[src/rtl/fifo_rd_packer_if.sv]
// Bus bundle for fifo_rd_packer: the async-FIFO read port, the flush request
// and the packed valid/ready output stream.
interface fifo_rd_packer_if #(
    parameter int DATA_WIDTH = 8,
    parameter int PACK       = 4
);
    logic                       fifo_empty;
    logic                       fifo_r_en;
    logic [DATA_WIDTH-1:0]      fifo_data;
    logic                       flush;
    logic [DATA_WIDTH*PACK-1:0] m_data;
    logic [PACK-1:0]            m_keep;
    logic                       m_last;
    logic                       m_valid;
    logic                       m_ready;

    modport master (
        input  fifo_empty, fifo_data, flush, m_ready,
        output fifo_r_en, m_data, m_keep, m_last, m_valid
    );

    modport slave (
        output fifo_empty, fifo_data, flush, m_ready,
        input  fifo_r_en, m_data, m_keep, m_last, m_valid
    );
endinterface

[src/rtl/fifo_rd_packer.sv]
// Read-domain drain engine: pops the async FIFO (1-cycle read latency), packs
// PACK lanes per word and emits words, or flushed partial words, on a valid/ready stream.
module fifo_rd_packer #(
    parameter int DATA_WIDTH = 8,
    parameter int PACK       = 4
) (
    input  logic rclk,
    input  logic rrst,
    fifo_rd_packer_if.master bus
);
    localparam int HELD_W = $clog2(PACK + 1);
    localparam logic [HELD_W-1:0] HELD_FULL = HELD_W'(PACK);
    localparam logic [HELD_W-1:0] HELD_LAST = HELD_W'(PACK - 1);

    typedef enum logic {FILL, WAIT_OUT} state_t;

    state_t                             state;
    logic [HELD_W-1:0]                  held;
    logic                               rd_vld;
    logic                               flush_pend;
    logic [PACK-1:0][DATA_WIDTH-1:0]    pack_q;
    logic [PACK-1:0][DATA_WIDTH-1:0]    cap_word;
    logic [PACK-1:0][DATA_WIDTH-1:0]    part_word;
    logic [PACK-1:0]                    part_keep;
    logic [PACK-1:0][DATA_WIDTH-1:0]    m_data_q;
    logic [PACK-1:0]                    m_keep_q;
    logic                               m_last_q;
    logic                               m_valid_q;
    logic                               out_free;
    logic                               pop_ok;
    logic [HELD_W:0]                    occupancy;

    assign out_free  = !m_valid_q || bus.m_ready;
    assign occupancy = {1'b0, held} + (HELD_W+1)'(rd_vld);
    // Second term lets the pop that completes a word overlap its hand-off.
    assign pop_ok    = (occupancy < (HELD_W+1)'(PACK)) ||
                       (rd_vld && held == HELD_LAST && out_free);

    assign bus.fifo_r_en = !rrst && !bus.fifo_empty && !flush_pend &&
                           state == FILL && pop_ok;

    assign bus.m_data  = m_data_q;
    assign bus.m_keep  = m_keep_q;
    assign bus.m_last  = m_last_q;
    assign bus.m_valid = m_valid_q;

    // NOTE: every always_comb output gets a default first so no path infers a latch.
    always_comb begin
        cap_word  = pack_q;
        part_word = '0;
        part_keep = '0;
        for (int i = 0; i < PACK; i++) begin
            if (rd_vld && held == HELD_W'(i))
                cap_word[i] = bus.fifo_data;
            if (HELD_W'(i) < held) begin
                part_word[i] = pack_q[i];
                part_keep[i] = 1'b1;
            end
        end
    end

    // NOTE: the pack lanes are pure datapath with no reset; held decides which lanes count.
    always_ff @(posedge rclk) begin
        if (rd_vld)
            pack_q <= cap_word;
    end

    // NOTE: sequential state uses non-blocking assignments so every flop samples pre-edge values.
    always_ff @(posedge rclk or posedge rrst) begin
        if (rrst) begin
            state      <= FILL;
            held       <= '0;
            rd_vld     <= 1'b0;
            flush_pend <= 1'b0;
            m_data_q   <= '0;
            m_keep_q   <= '0;
            m_last_q   <= 1'b0;
            m_valid_q  <= 1'b0;
        end else begin
            rd_vld <= bus.fifo_r_en;
            if (m_valid_q && bus.m_ready)
                m_valid_q <= 1'b0;

            case (state)
                FILL: begin
                    if (rd_vld) begin
                        if (held == HELD_LAST) begin
                            if (out_free) begin
                                m_data_q   <= cap_word;
                                m_keep_q   <= '1;
                                m_last_q   <= flush_pend || bus.flush;
                                m_valid_q  <= 1'b1;
                                held       <= '0;
                                flush_pend <= 1'b0;
                            end else begin
                                held       <= HELD_FULL;
                                state      <= WAIT_OUT;
                                flush_pend <= flush_pend || bus.flush;
                            end
                        end else begin
                            held <= held + HELD_W'(1);
                            if (bus.flush)
                                flush_pend <= 1'b1;
                        end
                    end else if (flush_pend && out_free) begin
                        m_data_q   <= part_word;
                        m_keep_q   <= part_keep;
                        m_last_q   <= 1'b1;
                        m_valid_q  <= 1'b1;
                        held       <= '0;
                        flush_pend <= 1'b0;
                    end else if (bus.flush && held != '0) begin
                        flush_pend <= 1'b1;
                    end
                end

                WAIT_OUT: begin
                    if (out_free) begin
                        m_data_q   <= pack_q;
                        m_keep_q   <= '1;
                        m_last_q   <= flush_pend || bus.flush;
                        m_valid_q  <= 1'b1;
                        held       <= '0;
                        flush_pend <= 1'b0;
                        state      <= FILL;
                    end else if (bus.flush) begin
                        flush_pend <= 1'b1;
                    end
                end

                default: state <= FILL;
            endcase
        end
    end
endmodule

[src/flat_wrapper.sv]
// flat-port wrapper written by rule: the top's interface ports become plain ports
module fifo_rd_packer_flat 
#(
    parameter int DATA_WIDTH = 8,
    parameter int PACK       = 4
)
  (rclk, rrst, bus_fifo_empty, bus_fifo_data, bus_flush, bus_m_ready, bus_fifo_r_en, bus_m_data, bus_m_keep, bus_m_last, bus_m_valid);
  fifo_rd_packer_if #(.DATA_WIDTH(DATA_WIDTH), .PACK(PACK)) bus_i ();
  input  logic rclk;
  input  logic rrst;
  input wire logic [$bits(bus_i.fifo_empty)-1:0] bus_fifo_empty;
  input wire logic [$bits(bus_i.fifo_data)-1:0] bus_fifo_data;
  input wire logic [$bits(bus_i.flush)-1:0] bus_flush;
  input wire logic [$bits(bus_i.m_ready)-1:0] bus_m_ready;
  output wire logic [$bits(bus_i.fifo_r_en)-1:0] bus_fifo_r_en;
  output wire logic [$bits(bus_i.m_data)-1:0] bus_m_data;
  output wire logic [$bits(bus_i.m_keep)-1:0] bus_m_keep;
  output wire logic [$bits(bus_i.m_last)-1:0] bus_m_last;
  output wire logic [$bits(bus_i.m_valid)-1:0] bus_m_valid;
  assign bus_i.fifo_empty = bus_fifo_empty;
  assign bus_i.fifo_data = bus_fifo_data;
  assign bus_i.flush = bus_flush;
  assign bus_i.m_ready = bus_m_ready;
  assign bus_fifo_r_en = bus_i.fifo_r_en;
  assign bus_m_data = bus_i.m_data;
  assign bus_m_keep = bus_i.m_keep;
  assign bus_m_last = bus_i.m_last;
  assign bus_m_valid = bus_i.m_valid;
  fifo_rd_packer #(.DATA_WIDTH(DATA_WIDTH), .PACK(PACK)) u_core (.rclk(rclk), .rrst(rrst), .bus(bus_i));
endmodule
[config.mk]
export PLATFORM = sky130hd
export DESIGN_NAME = fifo_rd_packer_flat
export DESIGN_NICKNAME = d
export VERILOG_FILES = /design/src/rtl/fifo_rd_packer_if.sv /design/src/rtl/fifo_rd_packer.sv /design/src/flat_wrapper.sv
export SDC_FILE = /design/constraint.sdc
export NUM_CORES = 1
export LEC_CHECK = 0
export ABC_AREA = 0
export CORE_MARGIN = 3
export CORE_UTILIZATION = 55
export CTS_CLUSTER_DIAMETER = 150
export DETAILED_ROUTE_END_ITERATION = 8
export DONT_BUFFER_PORTS = 1
export GPL_ROUTABILITY_DRIVEN = 0
export HOLD_SLACK_MARGIN = 0.05
export PLACE_DENSITY = 0.67
export SLEW_MARGIN = 0
export SYNTH_ARGS = -nofsm -noshare
export SYNTH_HDL_FRONTEND = slang
export SYNTH_SLANG_ARGS = --single-unit
export TNS_END_PERCENT = 100
[constraint.sdc]
create_clock -name rclk -period 5.9 [get_ports rclk]
set_clock_uncertainty 0.2 [all_clocks]
set_input_delay 0.885 -clock rclk [delete_from_list [all_inputs] [get_ports rclk]]
set_output_delay 0.885 -clock rclk [all_outputs]
set_load 0.02 [all_outputs]
==> flow_summary_export.csv, run 1 <==
group,metric,value,unit
min_path,min-delay-start,"u_core.pack_q[23]",
cells_and_area,layout_commonest_cell,"nand2_1",
global_route,grt_pass1_vias,2417,
yosys,synth_edf_count,32,
yosys,async_flop_share,0.5789,
yosys,syn_avg_cell_area,11.00,um2
clock_tree,ctsResizeCount,0,
placement,io_buffers,0,
routing,drt_iter0_drc,173,
routing,drtPass1Iterations,4,
timing,min_period_over_period,0.5661,
cells_and_area,antenna_cells,0,
yosys,synth-compound-area-share,0.1513,
routing,drc,0,
yosys,synth_warnings,0,
min_path,min_path_cells,2,
clock_tree,cts_max_path_buffers,2,
placement,hpwlAfterDp,5.047,mm
worst_setup_path,rr_endpoint,"u_core.bus.m_data[13]",
worst_setup_path,r2r_setup_slack,2.83,ns
yosys,synthSimpleGateAreaFrac,0.1547,
floorplan,fp.dieArea,7549,um2
worst_setup_path,worst_ep_arrival_time,2.25,ns
global_route,overflow,0,
cells_and_area,layout.nets,337,
clock_tree,htree_levels,3,
placement,pre_cts_slack,2.791,ns
yosys,synth_xor_area_frac,0,
worst_setup_path,required,4.82,ns
yosys,synthAdderAreaFrac,0.01043,
floorplan,ios,52,
flow_run,cap_violations,0,
worst_setup_path,crit_path_end_kind,"output port",
routing,wl_met1,3.513,mm
cells_and_area,area_growth,4.729,%
floorplan,die_y,86.89,um
min_path,holdPathEnd,"u_core.bus.m_data[23]",
cells_and_area,seqCellArea,2062,um2
routing,routed-wl-met3,532,um
routing,post_drt_wl_per_cell,19.43,um
yosys,synth_top_family_by_area,"simple AND/OR/NAND/NOR gates",
timing,maxSlewViolCount,0,
worst_setup_path,path_max_fanout,12,
clock_tree,cts_tree,"yes",
global_route,grt_pass1_wl,12.68,mm
floorplan,coreArea,6131,um2
clock_tree,post_cts_buffers,0,
global_route,track_usage,0.2251,
routing,via_count,2399,
cells_and_area,fill_cells,507,
timing,hold_viol,0,
yosys,synthCells,327,
power_and_ir_drop,peakVddDrop,0.2496,mV
yosys,ys.flop_type,"dfrtp_1",
routing,wl,7.790,mm
yosys,syn-num-nets,343,
yosys,muxShareOfSynthArea,0.07789,
routing,dr_wl_met2,3.651,mm
routing,routed_via_density,5.983,
routing,highest_layer,"met4",
worst_setup_path,crit_type,"reg2out",
clock_tree,cts_num_sinks,76,
global_route,antenna_found_initial,0,
clock_tree,cts_root_buf,"clkbuf_8",
cells_and_area,multi_input_area,1419,um2
worst_setup_path,crit_path_start_kind,"flop",
timing,timing.final.ws_setup,2.560,ns
min_path,min_path_type,"reg2reg",
floorplan,dieWidth,86.89,um
floorplan,placement_rows,28,
floorplan,start_util,0.5869,
routing,drtAntennaViolNets,0,
timing,relSlewSlack,0.3169,
global_route,grt_max_degree,45,
worst_setup_path,rr_worst_depth,5,
timing,setup_viol,0,
timing,worst_pin_slew,1.025,ns
power_and_ir_drop,p_per_area,546.9,nW/um2
power_and_ir_drop,p_leak,1.446,nW
yosys,ys_ff_latch,76,
timing,tns,0,ns
timing,whs,0.3652,ns
clock_tree,ctsHoldBuffers,0,
clock_tree,path_clk_slew,0.08,ns
yosys,ys_types,42,
clock_tree,worstSkewPairLatency,0.35,ns
timing,max_clock_freq,299.4,MHz
clock_tree,cts_made_buffers,9,
cells_and_area,mostFrequentLayoutCells,"nand2_1, dfrtp_1, nor2_1",
worst_setup_path,reg2reg_from,"u_core.rd_vld",
status,outcome,"completed",
placement,dpl_cell_area,3616,um2
timing,rsz0062_at_grt,"false",
yosys,ys_seq_area_frac,0.5730,
cells_and_area,fin_area,3769,um2
timing,period_needed,3.340,ns
yosys,syn_area,3598,um2
cells_and_area,layout-drive-gt1-share,0.1411,
metal layers:
metal / track usage / vias up
li1: - / 1170
met1: 0.3064 / 1151
met2: 0.3471 / 67
met3: 0.06717 / 11
met4: 0.07224 / 0
met5: 0 / -
registers in the layout, indices dropped and copies added, names as in the netlist:
name                cells
u_core.bus.m_valid      1
u_core.bus.m_keep       4
u_core.bus.m_data      32
u_core.flush_pend       1
u_core.held             3
u_core.pack_q          32
u_core.rd_vld           1
u_core.state            1
u_core.bus.m_last       1
synthesized netlist by cell type, types with 2 or more instances:
cell / number / area share
a31oi_1: 12 / 0.021
clkbuf_1: 3 / 0.0031
mux2_2: 24 / 0.075
o21ai_2: 2 / 0.0049
nor2b_1: 2 / 0.0035
a22oi_1: 21 / 0.044
inv_1: 4 / 0.0042
nand4_1: 2 / 0.0035
dfrtp_1: 44 / 0.31
and2_1: 3 / 0.0052
ha_1: 3 / 0.010
o22a_1: 2 / 0.0049
nand2_1: 45 / 0.047
a21oi_1: 25 / 0.035
nor3_1: 2 / 0.0028
nor2_1: 39 / 0.041
nand3_1: 11 / 0.015
buf_2: 16 / 0.022
o21ai_0: 2 / 0.0028
edfxtp_1: 32 / 0.27
nand2b_1: 5 / 0.0087
a21o_1: 8 / 0.017
layout make-up:
type	count	share of cell area
Tap cell	75	0.02490
Inverter	5	0.004980
Clock buffer	13	0.03685
Timing Repair Buffer	3	0.005976
Multi-Input combinational cell	226	0.3765
Clock inverter	3	0.003652
Sequential cell	76	0.5471
worst max-delay path: stages (launching register included):
cell     delay [ns]
dfrtp_1        0.54
or2_1          0.42
or4_1          0.43
a31oi_1        0.52
stage by stage:
step / utilization / std cells / total power, mW
finish: 0.6147 / 401 / 2.061
global route: 0.6147 / 401 / 2.213
CTS: 0.6147 / 401 / 2.079
detailed placement: 0.5898 / 385 / 1.752
global placement: 0.5898 / 385 / 1.734
floorplan: - / 327 / 1.614
how the worst max path moves through the flow:
stage,from,end,slack [ns],depth (start not counted)
global route,u_core.held[2],bus_fifo_r_en,2.43,3
CTS,u_core.held[2],bus_fifo_r_en,2.55,3
finish,u_core.held[2],bus_fifo_r_en,2.56,3
floorplan,bus_fifo_empty,bus_fifo_r_en,3.02,2
detailed placement,u_core.rd_vld,u_core.bus.m_data[13],2.79,5
global placement,u_core.rd_vld,u_core.pack_q[10],2.87,4
report_power, final:
part	internal, mW	switching (mW)	total [mW]	leakage [nW]
Sequential	0.760	0.331	1.09	0.817
Clock	0.151	0.181	0.332	0.0788
Combinational	0.265	0.374	0.639	0.550
Total	1.18	0.886	2.06	1.45
logic make-up (layout without fill, tap and decap cells):
logic type | count (synthesis) | in the layout
and+or+nand+nor | 118 | 118
AOI/OAI and AO/OA | 80 | 80
DFF | 76 | 76
muxes | 25 | 25
buffers and inverters | 25 | 24
adders and majority gates | 3 | 3
No activity file was read; power rests on OpenSTA's default activity.
==> run 2: changes to the inputs <==
==> constraint.sdc (replaced) <==
create_clock -name rclk -period 3.4 [get_ports rclk]
set_clock_uncertainty 0.2 [all_clocks]
set_input_delay 0.51 -clock rclk [delete_from_list [all_inputs] [get_ports rclk]]
set_output_delay 0.51 -clock rclk [all_outputs]
set_load 0.02 [all_outputs]
==> run 2 against run 1 <==
  * Hold slack got worse by 0.31 ns
  * Clock power rose by 110%
  * Routed wire length rose by 1.1%
  * Highest routed layer unchanged
  * Non-clock buffer count rose by 2
  * Register-to-register slack got worse by 1.9 ns
  * Via count rose by 2.2%
  * Largest cell class unchanged
  * Global-route usage rose by 0.39 points
==> flow_summary_export.csv, run 2 (same netlist as run 1, synthesis figures left out) <==
group,metric,value,unit
global_route,overflow,0,
routing,drtPass1Iterations,4,
timing,relSlewSlack,0.3684,
floorplan,ios,52,
global_route,grt_pass1_wl,12.93,mm
routing,routed_via_density,6.084,
timing,max_clock_freq,345.3,MHz
clock_tree,cts_made_buffers,9,
timing,min_period_over_period,0.8517,
worst_setup_path,rr_endpoint,"u_core.pack_q[12]",
global_route,grt_pass1_vias,2440,
clock_tree,cts_max_path_buffers,2,
clock_tree,htree_levels,3,
power_and_ir_drop,p_comb_frac,0.309,
power_and_ir_drop,swShare,0.4212,
worst_setup_path,required,2.69,ns
timing,period_needed,2.896,ns
placement,io_buffers,0,
power_and_ir_drop,p_leak,1.487,nW
clock_tree,cts_num_sinks,76,
floorplan,die_y,86.89,um
routing,drc,0,
cells_and_area,layout.nets,339,
timing,worst_pin_slew,0.9460,ns
power_and_ir_drop,p_per_area,976.9,nW/um2
clock_tree,cts_tree,"yes",
cells_and_area,mostFrequentLayoutCells,"nand2_1, dfrtp_1, nor2_1",
worst_setup_path,worst_ep_arrival_time,2.19,ns
worst_setup_path,reg2reg_from,"u_core.rd_vld",
global_route,antenna_found_initial,0,
power_and_ir_drop,p_seq_frac,0.503,
worst_setup_path,crit_path_end_kind,"output port",
timing,tns,0,ns
power_and_ir_drop,intPower,2.167,mW
cells_and_area,area_growth,6.502,%
status,outcome,"completed",
floorplan,placement_rows,28,
clock_tree,worstSkewPairLatency,0.34,ns
worst_setup_path,crit_path_start_kind,"flop",
clock_tree,path_clk_slew,0.08,ns
cells_and_area,antenna_cells,0,
cells_and_area,layout.cells.non_filler,403,
floorplan,start_util,0.5869,
power_and_ir_drop,power_frac_clock,0.188,
clock_tree,cts_root_buf,"clkbuf_8",
routing,via_count,2452,
power_and_ir_drop,peakVddDrop,0.5176,mV
flow_run,cap_violations,0,
global_route,track_usage,0.2289,
worst_setup_path,r2r_setup_slack,0.97,ns
cells_and_area,layout_commonest_cell,"nand2_1",
routing,drtAntennaViolNets,0,
timing,rsz0062_at_grt,"false",
min_path,min_path_type,"in2async",
clock_tree,post_cts_buffers,0,
timing,maxSlewViolCount,0,
floorplan,coreArea,6131,um2
floorplan,fp.dieArea,7549,um2
clock_tree,ctsHoldBuffers,0,
routing,drt_iter0_drc,112,
global_route,grt_max_degree,45,
placement,dpl.cell_count,387,
worst_setup_path,path_max_fanout,12,
worst_setup_path,rr_worst_depth,3,
timing,hold_viol,0,
clock_tree,ctsResizeCount,0,
routing,post_drt_wl_per_cell,19.54,um
power_and_ir_drop,switchingPower,1.577,mW
cells_and_area,layout-drive-gt1-share,0.1616,
worst_setup_path,crit_type,"reg2out",
floorplan,dieWidth,86.89,um
placement,hpwlAfterDp,5.142,mm
timing,setup_viol,0,
routing,wl,7.876,mm
## run 2: through the flow
| step | total power, mW | hold slack [ns] | worst slack, ns | util | instance area [um2] |
|---|---|---|---|---|---|
| 2_1_floorplan | 2.801 | 0.3260 | 0.9179 | - | 3598 |
| 3_3_place_gp | 3.042 | 0.3418 | 0.8942 | 0.5922 | 3631 |
| 3_5_place_dp | 3.076 | 0.3481 | 0.8630 | 0.5922 | 3631 |
| 4_1_cts | 3.774 | 0.08783 | 0.4912 | 0.6251 | 3832 |
| 5_1_grt | 4.013 | 0.1137 | 0.3669 | 0.6251 | 3832 |
| 6_report | 3.744 | 0.05130 | 0.5043 | 0.6251 | 3832 |
## run 2: per-layer routing
metal | GRT usage | part of all wire
met1 | 0.3061 | 0.45
met2 | 0.3602 | 0.47
met3 | 0.06528 | 0.070
met4 | 0.07649 | 0.011
met5 | 0 | 0
## run 2: cell type report
cell class / instances / area (um2)
multi-input cells: 226 / 1419
inverters: 5 / 18.77
clock buffers: 11 / 151.4
repair buffers: 5 / 37.54
fillers: 500 / 2298
clock inverters: 5 / 50.05
well taps: 75 / 93.84
flip-flops and latches: 76 / 2062
## run 2: worst max path at each step
stage	from	endpoint	slack [ns]
after floorplan	u_core.rd_vld	u_core.pack_q[10]	0.92
after global placement	u_core.held[2]	bus_fifo_r_en	0.89
after detailed placement	u_core.held[2]	bus_fifo_r_en	0.86
after CTS	u_core.held[2]	bus_fifo_r_en	0.49
after global routing	u_core.held[2]	bus_fifo_r_en	0.37
final	u_core.held[2]	bus_fifo_r_en	0.50
## run 2: power by group through the flow
stage | sequential, mW | clock, mW | combinational [mW]
6_report | 1.88 | 0.702 | 1.16
5_1_grt | 1.94 | 0.753 | 1.32
4_1_cts | 1.89 | 0.714 | 1.17
3_5_place_dp | 1.91 | 0 | 1.17
3_3_place_gp | 1.90 | 0 | 1.14
2_1_floorplan | 1.81 | 0 | 0.994
## run 2: worst max-delay path: stages, from the launching register on
cell	delay, ns
dfrtp_1	0.53
or2_1	0.41
or4_1	0.43
a31oi_1	0.48
==> run 3: changes to the inputs <==
--- a/config.mk
+++ b/config.mk
@@ -6,7 +6,7 @@
 export NUM_CORES = 1
 export LEC_CHECK = 0
 export ABC_AREA = 0
-export CORE_MARGIN = 3
+export CORE_MARGIN = 2
 export CORE_UTILIZATION = 55
 export CTS_CLUSTER_DIAMETER = 150
 export DETAILED_ROUTE_END_ITERATION = 8
==> run 3 against run 2 <==
  * Register-to-register slack improved by 0.02 ns
  * Cell area rose by 1.2%
  * Count of clock-buffer cells in the layout did not move
  * First-iteration DRC count rose by 72%
  * Critical path depth did not move
  * Combinational power barely moved
  * Sequential power barely moved
  * Maximum frequency rose by 0.39%
  * Worst setup slack improved by 0.011 ns
  * Global-route usage fell by 0.83 points
  * Sequential share of layout area fell by 0.64 points
  * Die area fell by 4.6%
==> flow_summary_export.csv, run 3 (same netlist as run 1, synthesis figures left out) <==
group,metric,value,unit
status,outcome,"completed",
clock_tree,ctsHoldBuffers,0,
power_and_ir_drop,p_leak,1.497,nW
cells_and_area,mostFrequentLayoutCells,"nand2_1, dfrtp_1, nor2_1",
clock_tree,ctsResizeCount,0,
timing,worst_pin_slew,0.9416,ns
routing,post_drt_wl_per_cell,18.91,um
worst_setup_path,path_max_fanout,12,
routing,drtAntennaViolNets,0,
power_and_ir_drop,finalPower,3.854,mW
cells_and_area,layout-drive-gt1-share,0.1529,
floorplan,dieWidth,84.89,um
routing,drt_iter0_drc,193,
routing,drtPass1Iterations,4,
worst_setup_path,crit_path_start_kind,"flop",
worst_setup_path,critPathMaxStageDelay,0.52,ns
placement,dpl.cell_count,388,
timing,period_needed,2.885,ns
global_route,grt_pass1_wl,12.27,mm
power_and_ir_drop,p_seq_frac,0.485,
global_route,grt_max_degree,49,
clock_tree,post_cts_buffers,0,
floorplan,start_util,0.5667,
global_route,grt_pass1_vias,2320,
worst_setup_path,crit_path_end_kind,"output port",
timing,setup_viol,0,
floorplan,ios,52,
worst_setup_path,critPathBufInv,0,
worst_setup_path,crit_chain,"or2_1 > or4_1 > a31oi_1",
power_and_ir_drop,switchingPower,1.555,mW
floorplan,placement_rows,29,
floorplan,die_y,84.89,um
power_and_ir_drop,p_comb_frac,0.301,
timing,min_period_over_period,0.8484,
timing,relSlewSlack,0.3713,
power_and_ir_drop,peakVddDrop,0.5746,mV
global_route,overflow,0,
min_path,min_path_type,"in2async",
power_and_ir_drop,power_frac_clock,0.214,
cells_and_area,layout.nets,338,
cells_and_area,layout_commonest_cell,"nand2_1",
global_route,antenna_found_initial,0,
power_and_ir_drop,intPower,2.299,mW
cells_and_area,antenna_cells,0,
cells_and_area,area_growth,7.789,%
routing,via_count,2442,
worst_setup_path,worst_ep_arrival_time,2.17,ns
routing,wl,7.639,mm
clock_tree,path_clk_slew,0.08,ns
timing,max_clock_freq,346.7,MHz
power_and_ir_drop,p_per_area,993.6,nW/um2
timing,maxSlewViolCount,0,
routing,drc,0,
placement,hpwlAfterDp,4.974,mm
power_and_ir_drop,swShare,0.4035,
cells_and_area,layout.cells.non_filler,404,
clock_tree,cts_root_buf,"clkbuf_8",
clock_tree,worstSkewPairLatency,0.34,ns
clock_tree,cts_num_sinks,76,
worst_setup_path,crit_slowest_cell,"dfrtp_1",
cells_and_area,multi_input_area,1419,um2
cells_and_area,seqCellArea,2062,um2
worst_setup_path,required,2.69,ns
timing,rsz0062_at_grt,"false",
routing,routed_via_density,6.045,
placement,io_buffers,0,
clock_tree,htree_levels,3,
floorplan,fp.dieArea,7205,um2
worst_setup_path,path_delay_family,"simple AND/OR/NAND/NOR gates",
floorplan,coreArea,6350,um2
worst_setup_path,crit_type,"reg2out",
cells_and_area,fill_cells,528,
clock_tree,cts_max_path_buffers,2,
timing,tns,0,ns
global_route,track_usage,0.2206,
flow_run,cap_violations,0,
clock_tree,cts_tree,"yes",
clock_tree,cts_made_buffers,9,
timing,hold_viol,0,
[run 3: cell types whose count changed in the layout (fill, tap and decap cells not counted)]
| cell | before | now |
|---|---|---|
| bufinv_16 | 1 | 3 |
| clkinv_2 | 4 | 1 |
| clkinv_1 | 0 | 1 |
| buf_4 | 5 | 3 |
| buf_12 | 0 | 1 |
| clkbuf_8 | 11 | 10 |
| clkbuf_1 | 0 | 1 |
[run 3: layer usage]
metal  vias up  GRT usage  wire [um]
met4         0    0.06061         83
met3         5    0.06809        593
met5         -          0          0
li1       1177          -          -
met2        82     0.3379       3523
met1      1178     0.3088       3438
[run 3: worst paths after layout]
check	from	endpoint	slack, ns	cells past startpoint
worst max-delay path	u_core.held[2]	bus_fifo_r_en	0.52	3
max in group asynchronous	rrst	u_core.bus.m_data[15]	2.36	1
min in group rclk	bus_flush	u_core.flush_pend	0.13	2
worst min-delay path	rrst	u_core.bus.m_keep[2]	0.05	1
worst max register to register	u_core.held[0]	u_core.bus.m_data[18]	0.99	4
worst min register to register	u_core.pack_q[15]	u_core.bus.m_data[15]	0.36	2
[run 3: layout make-up]
cell class,count,share of cell area
clock buffer,11,0.03645
multi-input combinational,226,0.3658
timing repair buffer,4,0.01097
clock inverter,5,0.02548
inverter,5,0.004839
sequential,76,0.5316
tap,77,0.02484
[run 3: power groups by stage]
stage,sequential (mW),combinational (mW),clock [mW]
floorplan,1.81,0.994,0
global placement,1.88,1.13,0
detailed placement,1.89,1.17,0
CTS,1.87,1.17,0.837
global route,1.91,1.31,0.873
finish,1.87,1.16,0.825
[run 3: per-stage QoR]
stage | hold WS, ns | setup WS (ns) | instance area (um2) | utilization
3_3_place_gp | 0.3504 | 0.9178 | 3638 | 0.5730
3_5_place_dp | 0.3568 | 0.8691 | 3638 | 0.5730
2_1_floorplan | 0.3260 | 0.9179 | 3598 | -
4_1_cts | 0.07914 | 0.5085 | 3879 | 0.6108
6_report | 0.05147 | 0.5154 | 3879 | 0.6108
5_1_grt | 0.1203 | 0.3994 | 3879 | 0.6108
